### config.mk
export PLATFORM = sky130hd
export DESIGN_NAME = ss_multi
export DESIGN_NICKNAME = d
export VERILOG_FILES = /design/src/rtl/ss_multi.sv
export SDC_FILE = /design/constraint.sdc
export NUM_CORES = 1
export LEC_CHECK = 0
export CORE_MARGIN = 5
export CORE_UTILIZATION = 50
export DETAILED_ROUTE_END_ITERATION = 16
export PLACE_DENSITY = 0.73
export REMOVE_ABC_BUFFERS = 1
export SETUP_SLACK_MARGIN = 0.2
export SLEW_MARGIN = 15
export SYNTH_ARGS = -nofsm -noshare
export SYNTH_HDL_FRONTEND = slang
export SYNTH_SLANG_ARGS = --single-unit
### constraint.sdc
create_clock -name clk -period 2.1 [get_ports clk]
set_input_delay 0.42 -clock clk [delete_from_list [all_inputs] [get_ports clk]]
set_output_delay 0.42 -clock clk [all_outputs]
set_load 0.005 [all_outputs]
### src/rtl/ss_multi.sv
// ----------------------------------------------------------------------------
// ss_multi -- bank of N independent tick-timed single-shot pulse generators.
//
// Each channel fires on a rising edge of its trigger level and holds its shot
// output high for a run-time programmable number of timebase ticks. A channel
// can be retriggerable, which restarts the count on a new trigger, or
// non-retriggerable, which ignores triggers while busy. An optional hold-off
// dead time follows every normally expiring shot.
//
// Ports
//   clk      system clock, all state on posedge
//   rst      asynchronous reset, active low
//   tick     timebase strobe, one clk wide; paces all counting
//   t        per-channel trigger level (rising edge fires)
//   retrig   per-channel mode, 1 = retriggerable
//   cancel   per-channel synchronous abort, overrides everything
//   cfg_we   duration register write strobe
//   cfg_ch   channel addressed by cfg_we (values >= N are ignored)
//   cfg_dur  new duration in ticks, 0 disables the channel
//   s        registered shot outputs
//   busy     registered, channel is in a shot or in hold-off
//   done     registered one-clk pulse when a shot expires normally
// ----------------------------------------------------------------------------
module ss_multi #(
  parameter  int N    = 4,
  parameter  int W    = 8,
  parameter  int D    = 10,
  parameter  int HOLD = 0,
  localparam int CW   = (N > 1) ? $clog2(N) : 1
) (
  input  logic          clk,
  input  logic          rst,
  input  logic          tick,
  input  logic [N-1:0]  t,
  input  logic [N-1:0]  retrig,
  input  logic [N-1:0]  cancel,
  input  logic          cfg_we,
  input  logic [CW-1:0] cfg_ch,
  input  logic [W-1:0]  cfg_dur,
  output logic [N-1:0]  s,
  output logic [N-1:0]  busy,
  output logic [N-1:0]  done
);

  localparam logic [1:0]   ST_IDLE   = 2'd0;
  localparam logic [1:0]   ST_ACTIVE = 2'd1;
  localparam logic [1:0]   ST_HOLD   = 2'd2;

  localparam logic [W-1:0] CTR_ZERO  = W'(0);
  localparam logic [W-1:0] CTR_ONE   = W'(1);
  localparam logic [W-1:0] DUR_RST   = W'(D);
  localparam logic [W-1:0] HOLD_W    = W'(HOLD);

  for (genvar g = 0; g < N; g++) begin : g_ch
    logic [1:0]   r_state;
    logic [W-1:0] r_ctr;
    logic [W-1:0] r_dur;
    logic         r_pend;
    logic         r_t_prev;
    logic         r_s;
    logic         r_busy;
    logic         r_done;

    logic [1:0]   w_state_nx;
    logic [W-1:0] w_ctr_nx;
    logic         w_pend_nx;
    logic         w_done_nx;
    logic         w_edge;
    logic         w_trig;
    logic         w_dur_ok;
    logic         w_cfg_hit;

    // t_prev resets to 1 so a level already high at reset release is no edge.
    assign w_edge    = t[g] & ~r_t_prev;
    // A pending edge and a fresh edge in the tick clk are one trigger.
    assign w_trig    = r_pend | w_edge;
    assign w_dur_ok  = (r_dur != CTR_ZERO);
    assign w_cfg_hit = cfg_we & (cfg_ch == CW'(g));

    // Next-state logic: cancel beats everything, otherwise only ticks advance.
    always_comb begin
      w_state_nx = r_state;
      w_ctr_nx   = r_ctr;
      w_pend_nx  = r_pend | w_edge;
      w_done_nx  = 1'b0;
      if (cancel[g]) begin
        w_state_nx = ST_IDLE;
        w_ctr_nx   = CTR_ZERO;
        w_pend_nx  = 1'b0;
      end else if (tick) begin
        // Every trigger seen at a tick is consumed, used or not.
        w_pend_nx = 1'b0;
        case (r_state)
          ST_IDLE: begin
            if (w_trig && w_dur_ok) begin
              w_state_nx = ST_ACTIVE;
              w_ctr_nx   = r_dur;
            end else begin
              w_state_nx = ST_IDLE;
            end
          end
          ST_ACTIVE: begin
            // Reload wins over expiry; a disabled channel cannot reload.
            if (retrig[g] && w_trig && w_dur_ok) begin
              w_ctr_nx = r_dur;
            end else if (r_ctr == CTR_ONE) begin
              w_done_nx = 1'b1;
              if (HOLD != 0) begin
                w_state_nx = ST_HOLD;
                w_ctr_nx   = HOLD_W;
              end else begin
                w_state_nx = ST_IDLE;
                w_ctr_nx   = CTR_ZERO;
              end
            end else begin
              w_ctr_nx = r_ctr - CTR_ONE;
            end
          end
          ST_HOLD: begin
            if (r_ctr == CTR_ONE) begin
              w_state_nx = ST_IDLE;
              w_ctr_nx   = CTR_ZERO;
            end else begin
              w_ctr_nx = r_ctr - CTR_ONE;
            end
          end
          default: begin
            w_state_nx = ST_IDLE;
            w_ctr_nx   = CTR_ZERO;
          end
        endcase
      end else begin
        w_state_nx = r_state;
      end
    end

    // Channel state, duration register and registered outputs.
    always_ff @(posedge clk or negedge rst) begin
      if (!rst) begin
        r_state  <= ST_IDLE;
        r_ctr    <= CTR_ZERO;
        r_dur    <= DUR_RST;
        r_pend   <= 1'b0;
        r_t_prev <= 1'b1;
        r_s      <= 1'b0;
        r_busy   <= 1'b0;
        r_done   <= 1'b0;
      end else begin
        r_state  <= w_state_nx;
        r_ctr    <= w_ctr_nx;
        r_pend   <= w_pend_nx;
        r_t_prev <= t[g];
        r_s      <= (w_state_nx == ST_ACTIVE);
        r_busy   <= (w_state_nx != ST_IDLE);
        r_done   <= w_done_nx;
        // The write lands at this edge, so a load in the same clk saw the old value.
        if (w_cfg_hit) begin
          r_dur <= cfg_dur;
        end else begin
          r_dur <= r_dur;
        end
      end
    end

    assign s[g]    = r_s;
    assign busy[g] = r_busy;
    assign done[g] = r_done;
  end

endmodule

### Yosys cells after proc, flatten, opt, wreduce, memory -nomap -nowiden

Index checks and enable logic that the tools add are counted.

* add/subtract/negate cells: 4
* equality and inequality tests: 23
* multiplexer cells: 76
* bitwise gates (word level): 16
* reductions and logical operators: 33

Operators by type and width (number)
* 8-bit 2-to-1 mux: 20
* 8-bit one-hot mux with 3 select lines: 4
* 8-bit by 1-bit == test with 1-bit output, second input constant: 4
* 1-bit 2-to-1 mux: 32
* 2-bit 2-to-1 mux: 16
* 8-bit nonzero test: 4
* 8-bit by 1-bit subtractor with 8-bit output, second input constant: 4
* 2-bit one-hot mux with 3 select lines: 4
* 2-bit by 1-bit == test with 1-bit output, second input constant: 9
* 2-bit nonzero test: 8
* 2-bit == test, second input constant: 6
* 1-bit logical AND: 12
* 3-bit inequality test, second input constant: 4
* 2-bit logical NOT: 5
* 1-bit AND: 8
* 2-bit AND reduction: 4
* 1-bit inverter: 4
* 1-bit bitwise OR: 4

* bits in registers: 92
* input port bits: 26
* output and inout port bits: 12
* logic and storage cells: 184

### Logic depth before layout (Yosys ltp)

* depth in word-level cells: 10
* mapped depth: 8
* gate-level depth less buffers: 8

### Worst setup path before layout

OpenSTA, ideal clock, no wires.

* kind: register -> register
* start: register g_ch[0].r_ctr[1]
* end: register g_ch[0].r_ctr[3]
* data arrival time: 1.954 ns
* data required time: 1.964 ns
* slack: 0.010 ns
* cell stages (with the launch flop): 8
* path through: dfrtp_1 -> inv_1 -> ha_1 -> or4b_2 -> nor3_1 -> a311oi_2 -> a32oi_1 -> o2bb2ai_1

* word-level cells in the longest chain between the ends: 6

Ends and longest elaborated chain
* start: declaration: RTL line 56 `logic [W-1:0] r_ctr;`
* start signal: assignment: RTL line 150 `r_ctr <= w_ctr_nx;`
* 8-bit by 1-bit subtractor with 8-bit output / 8-bit by 1-bit == test with 1-bit output (equally long branches)
* 8-bit 2-to-1 mux (*): RTL line 120 `if (r_ctr == CTR_ONE) begin`
* 8-bit 2-to-1 mux: RTL line 104 `if (retrig[g] && w_trig && w_dur_ok) begin`
* 8-bit one-hot mux with 3 select lines (*): RTL line 93 `case (r_state)`
* 8-bit 2-to-1 mux (*): RTL line 90 `end else if (tick) begin`
* 8-bit 2-to-1 mux (*): RTL line 86 `if (cancel[g]) begin`

Every way passes the cells marked *; elsewhere a longest branch is shown, timed or not. The select of a mux whose other input is x is not followed.
A chain may end at the register's enable or synchronous reset.

### Worst setup path in the final report

Same ends and word-level chain as after synthesis.

==> qor.json <==
{
  "die_w": {"value": 110.4, "unit": "um"},
  "fp.dieArea": {"value": 12190, "unit": "um2"},
  "power.ir.vdd_worst": {"value": 0.4184, "unit": "mV"},
  "worst_setup_hold_path_clk_slew": {"value": 0.10, "unit": "ns"},
  "globalRouteTotalUtil": {"value": 0.2148},
  "routed-via-count": {"value": 4624},
  "detail_route.drc_violations": {"value": 0},
  "worst_ep_required_time": {"value": 2.35, "unit": "ns"},
  "clock_insertion_delay_at_the_later_pin_of_the_skew_report": {"value": 0.37, "unit": "ns"},
  "rr_startpoint": {"value": "g_ch[0].r_ctr[1]"},
  "place_congestion": {"value": 0.8829},
  "routed_via_density": {"value": 6.108},
  "final_cell_area": {"value": 6974, "unit": "um2"},
  "clock-sinks": {"value": 92},
  "criticalPathCategory": {"value": "reg2reg"},
  "vias_in_the_first_global_route": {"value": 4517},
  "antenna_left": {"value": 0},
  "max-clock-path-buffers": {"value": 2},
  "longest_individual_stage_delay_on_the_worst_path": {"value": 0.46, "unit": "ns"},
  "synthDistinctLibCells": {"value": 62},
  "worst_path_dominant_cell_family": {"value": "simple AND/OR/NAND/NOR gates"},
  "coreArea": {"value": 9819, "unit": "um2"},
  "rsz0062_at_grt": {"value": "true"},
  "layout_worst_path_cycle_share": {"value": 1.022},
  "tightest_slew": {"value": 0.5937, "unit": "ns"},
  "static-leakage-power": {"value": 2.975, "unit": "nW"},
  "design.portCount": {"value": 38},
  "hold_viol_final": {"value": 0},
  "drt-pass1-iter-count": {"value": 5},
  "antenna-diode-count": {"value": 0},
  "max-slew-margin-rel": {"value": 0.6042},
  "iteration_0_drc_count_of_the_detailed_router": {"value": 326},
  "layout.area.seq": {"value": 2317, "unit": "um2"},
  "power.total": {"value": 0.005720, "unit": "W"},
  "report.final.slew_viol_count": {"value": 0},
  "clock.fmax": {"value": 465.8, "unit": "MHz"},
  "post_syn_area_per_cell": {"value": 10.04, "unit": "um2"},
  "timing.critical_path.to_type": {"value": "register"},
  "drt_wl_total": {"value": 14.17, "unit": "mm"},
  "cp-startpoint": {"value": "g_ch[0].r_ctr[1]"},
  "setup_viol_count_final": {"value": 6},
  "total_area_of_multi_input_combinational_cells": {"value": 2943, "unit": "um2"},
  "worst_slack": {"value": -0.04671, "unit": "ns"},
  "post_synth_instance_area": {"value": 5042, "unit": "um2"},
  "crit_path_top_delay_cell": {"value": "sky130_fd_sc_hd__or4b_4"},
  "holdBufCountCts": {"value": 0},
  "synth_ff_type": {"value": "sky130_fd_sc_hd__dfrtp_1"},
  "nFillCells": {"value": 708},
  "worstHoldPathType": {"value": "in2async"},
  "grt_antenna_before_repair": {"value": 0},
  "yosys_warnings": {"value": 0},
  "cts_buffers": {"value": 9},
  "initial_core_util": {"value": 0.5135},
  "finalNetCount": {"value": 653},
  "p_per_area": {"value": 820.1, "unit": "nW/um2"},
  "pre_cts_ws": {"value": -0.3131, "unit": "ns"},
  "yosys_register_bits": {"value": 92},
  "drive_above_1_share": {"value": 0.3798},
  "synthTopCellsByArea": {"value": "sky130_fd_sc_hd__dfrtp_1 40%, sky130_fd_sc_hd__mux2_2 7.1%, sky130_fd_sc_hd__dfstp_2 6.3%"},
  "clk_root_buffer_cell": {"value": "sky130_fd_sc_hd__clkbuf_8"},
  "p_sw_frac": {"value": 0.3115},
  "core.rowCount": {"value": 36},
  "finalCriticalPeriod": {"value": 2.147, "unit": "ns"},
  "globalRouteOverflowTotal": {"value": 0},
  "place_area": {"value": 5972, "unit": "um2"},
  "cell_by_cell_trace_of_the_critical_path": {"value": "inv_2, ha_4, or4b_4, or3_4, o211ai_1, buf_4, o21ai_2, o2bb2ai_2"},
  "dieHeight": {"value": 110.4, "unit": "um"},
  "netlist.top_cell.by_area": {"value": "sky130_fd_sc_hd__dfrtp_1"},
  "dp_hpwl": {"value": 8.896, "unit": "mm"},
  "synth.top_cell.area_share": {"value": 0.3970},
  "clock_power_share": {"value": 0.274},
  "fraction_of_power_consumed_by_sequential_logic": {"value": 0.388},
  "status": {"value": "complete, but fails checks"},
  "internal-power": {"value": 0.003938, "unit": "W"},
  "cp_data_arrival_time": {"value": 2.40, "unit": "ns"},
  "finalClockSkew": {"value": 0.01971, "unit": "ns"},
  "synth.yosys.seq_area_share": {"value": 0.4596},
  "timing.critical_path.buf_inv": {"value": 2},
  "p_comb_frac": {"value": 0.338},
  "violations": {"value": "setup timing"},
  "global_route_wire_length_before_repair": {"value": 21.82, "unit": "mm"},
  "drv.max_cap_violation_count": {"value": 0},
  "worst-path-max-fanout": {"value": 6},
  "synth-async-reset-ratio": {"value": 1.000},
  "critPathLaunchType": {"value": "register"},
  "pin_count_of_the_biggest_net_entering_global_routing": {"value": 93},
  "port_buffer_count": {"value": 37},
  "number_of_h_tree_branching_levels": {"value": 3},
  "flow.area_growth_from_synthesis": {"value": 38.31, "unit": "%"},
  "synthCells": {"value": 502},
  "power_switching": {"value": 0.001782, "unit": "W"},
  "synth-edff-count": {"value": 0},
  "cts_tree": {"value": "yes"},
  "avgRoutedWirePerCell": {"value": 18.71, "unit": "um"}
}
-- what timing repair did --
action                     in CTS  in global routing
resized for setup              61                 67
cloned                          2                  0
setup endpoints to repair      45                 45
pin swaps                      24                 40
buffers inserted               14                  8
-- cells by family (layout without fill, tap and decap cells) --
kind of cell               Yosys count  after routing  synth area share
and+or+nand+nor                    153            153            0.1655
AOI/OAI and AO/OA                  145            146            0.2079
DFF                                 92             92            0.4596
buffers and inverters               61            182           0.05509
muxes                               38             38           0.08338
adders and majority gates            8              8           0.01985
xor gates and xnor gates             5              5          0.008686
-- state kept, by name, summed over array words and instances (netlist names) --
name / count
g_ch.r_ctr: 32
g_ch.r_dur: 32
g_ch.r_state: 8
g_ch.r_busy: 4
g_ch.r_done: 4
g_ch.r_pend: 4
g_ch.r_s: 4
g_ch.r_t_prev: 4
-- synthesized netlist by cell type, types with 11 or more instances --
master,instances
sky130_fd_sc_hd__a21oi_1,23
sky130_fd_sc_hd__a32oi_1,12
sky130_fd_sc_hd__buf_4,13
sky130_fd_sc_hd__clkbuf_1,12
sky130_fd_sc_hd__dfrtp_1,80
sky130_fd_sc_hd__dfstp_2,12
sky130_fd_sc_hd__inv_1,36
sky130_fd_sc_hd__mux2_2,32
sky130_fd_sc_hd__nand2_1,29
sky130_fd_sc_hd__nand2b_1,11
sky130_fd_sc_hd__nor2_1,33
sky130_fd_sc_hd__nor3_1,14
sky130_fd_sc_hd__o21ai_0,25
sky130_fd_sc_hd__o22ai_1,14
sky130_fd_sc_hd__o2bb2ai_1,11
-- metrics by stage --
stage / cells / setup TNS [ns] / hold slack (ns) / util
detailed placement: 717 / -4.672 / 0.4925 / 0.6082
finish: 757 / -0.1747 / 0.06623 / 0.7102
floorplan: 477 / -0.2231 / 0.1244 / -
CTS: 749 / 0 / 0.1168 / 0.6742
global route: 757 / -0.5992 / 0.1332 / 0.7102
global placement: 717 / -3.407 / 0.4691 / 0.6082
-- worst reg2reg max path, delay by kind of cell, from the launching register on --
kind / cells / cell delay [ns]
and+or+nand+nor: 2 / 0.85
DFF: 1 / 0.42
AOI/OAI and AO/OA: 3 / 0.33
buffers and inverters: 2 / 0.32
adders and majority gates: 1 / 0.12
-- power by group through the flow --
| stage | combinational [W] | clock, W | sequential (W) |
|---|---|---|---|
| global route | 0.00207 | 0.00165 | 0.00225 |
| floorplan | 0.000845 | 0 | 0.00220 |
| global placement | 0.00145 | 0 | 0.00221 |
| CTS | 0.00168 | 0.00158 | 0.00220 |
| detailed placement | 0.00148 | 0 | 0.00222 |
| finish | 0.00193 | 0.00157 | 0.00222 |
-- per-layer routing --
layer | GRT usage | routed length, um
met5 | 0 | 0
met4 | 0.08046 | 394
met3 | 0.03282 | 676
met2 | 0.3612 | 7059
met1 | 0.2801 | 6037
-- cells in the final DEF (no fill, tap or decap), types with 6 or more instances in the layout --
cell type	n
sky130_fd_sc_hd__clkbuf_8	10
sky130_fd_sc_hd__nand2b_1	11
sky130_fd_sc_hd__nand2_1	28
sky130_fd_sc_hd__o21ai_2	10
sky130_fd_sc_hd__a32oi_1	10
sky130_fd_sc_hd__o22ai_1	10
sky130_fd_sc_hd__o21ai_1	9
sky130_fd_sc_hd__inv_1	35
sky130_fd_sc_hd__dfstp_2	12
sky130_fd_sc_hd__a21oi_1	12
sky130_fd_sc_hd__or3_1	6
sky130_fd_sc_hd__nor2_1	31
sky130_fd_sc_hd__buf_4	77
sky130_fd_sc_hd__a31oi_1	7
sky130_fd_sc_hd__o2bb2ai_1	7
sky130_fd_sc_hd__ha_1	7
sky130_fd_sc_hd__o21ai_0	6
sky130_fd_sc_hd__clkdlybuf4s50_1	36
sky130_fd_sc_hd__nor2b_1	6
sky130_fd_sc_hd__buf_6	15
sky130_fd_sc_hd__or4_4	9
sky130_fd_sc_hd__dfrtp_1	80
sky130_fd_sc_hd__a21oi_2	9
sky130_fd_sc_hd__nor3_1	11
sky130_fd_sc_hd__mux2_2	32
sky130_fd_sc_hd__mux2i_1	6
-- final timing paths --
kind	end	cells after the start	slack [ns]
worst max-delay path	g_ch[0].r_ctr[3]	8	-0.05
worst min-delay path	g_ch[2].r_s	2	0.07
worst max register to register	g_ch[0].r_ctr[3]	8	-0.05
worst min register to register	g_ch[0].r_ctr[4]	1	0.51
max in group asynchronous	g_ch[2].r_t_prev	2	1.61
min in group clk	g_ch[0].r_t_prev	1	0.48
-- cell type report --
cell class                      instances  area share
Clock buffer                           12     0.02081
Inverter                               36     0.01938
Timing Repair Buffer                  130      0.1645
Multi-Input combinational cell        350      0.4220
Tap cell                              133     0.02386
Sequential cell                        92      0.3323
Clock inverter                          4     0.01722
Power figures use the tool's default switching activity.
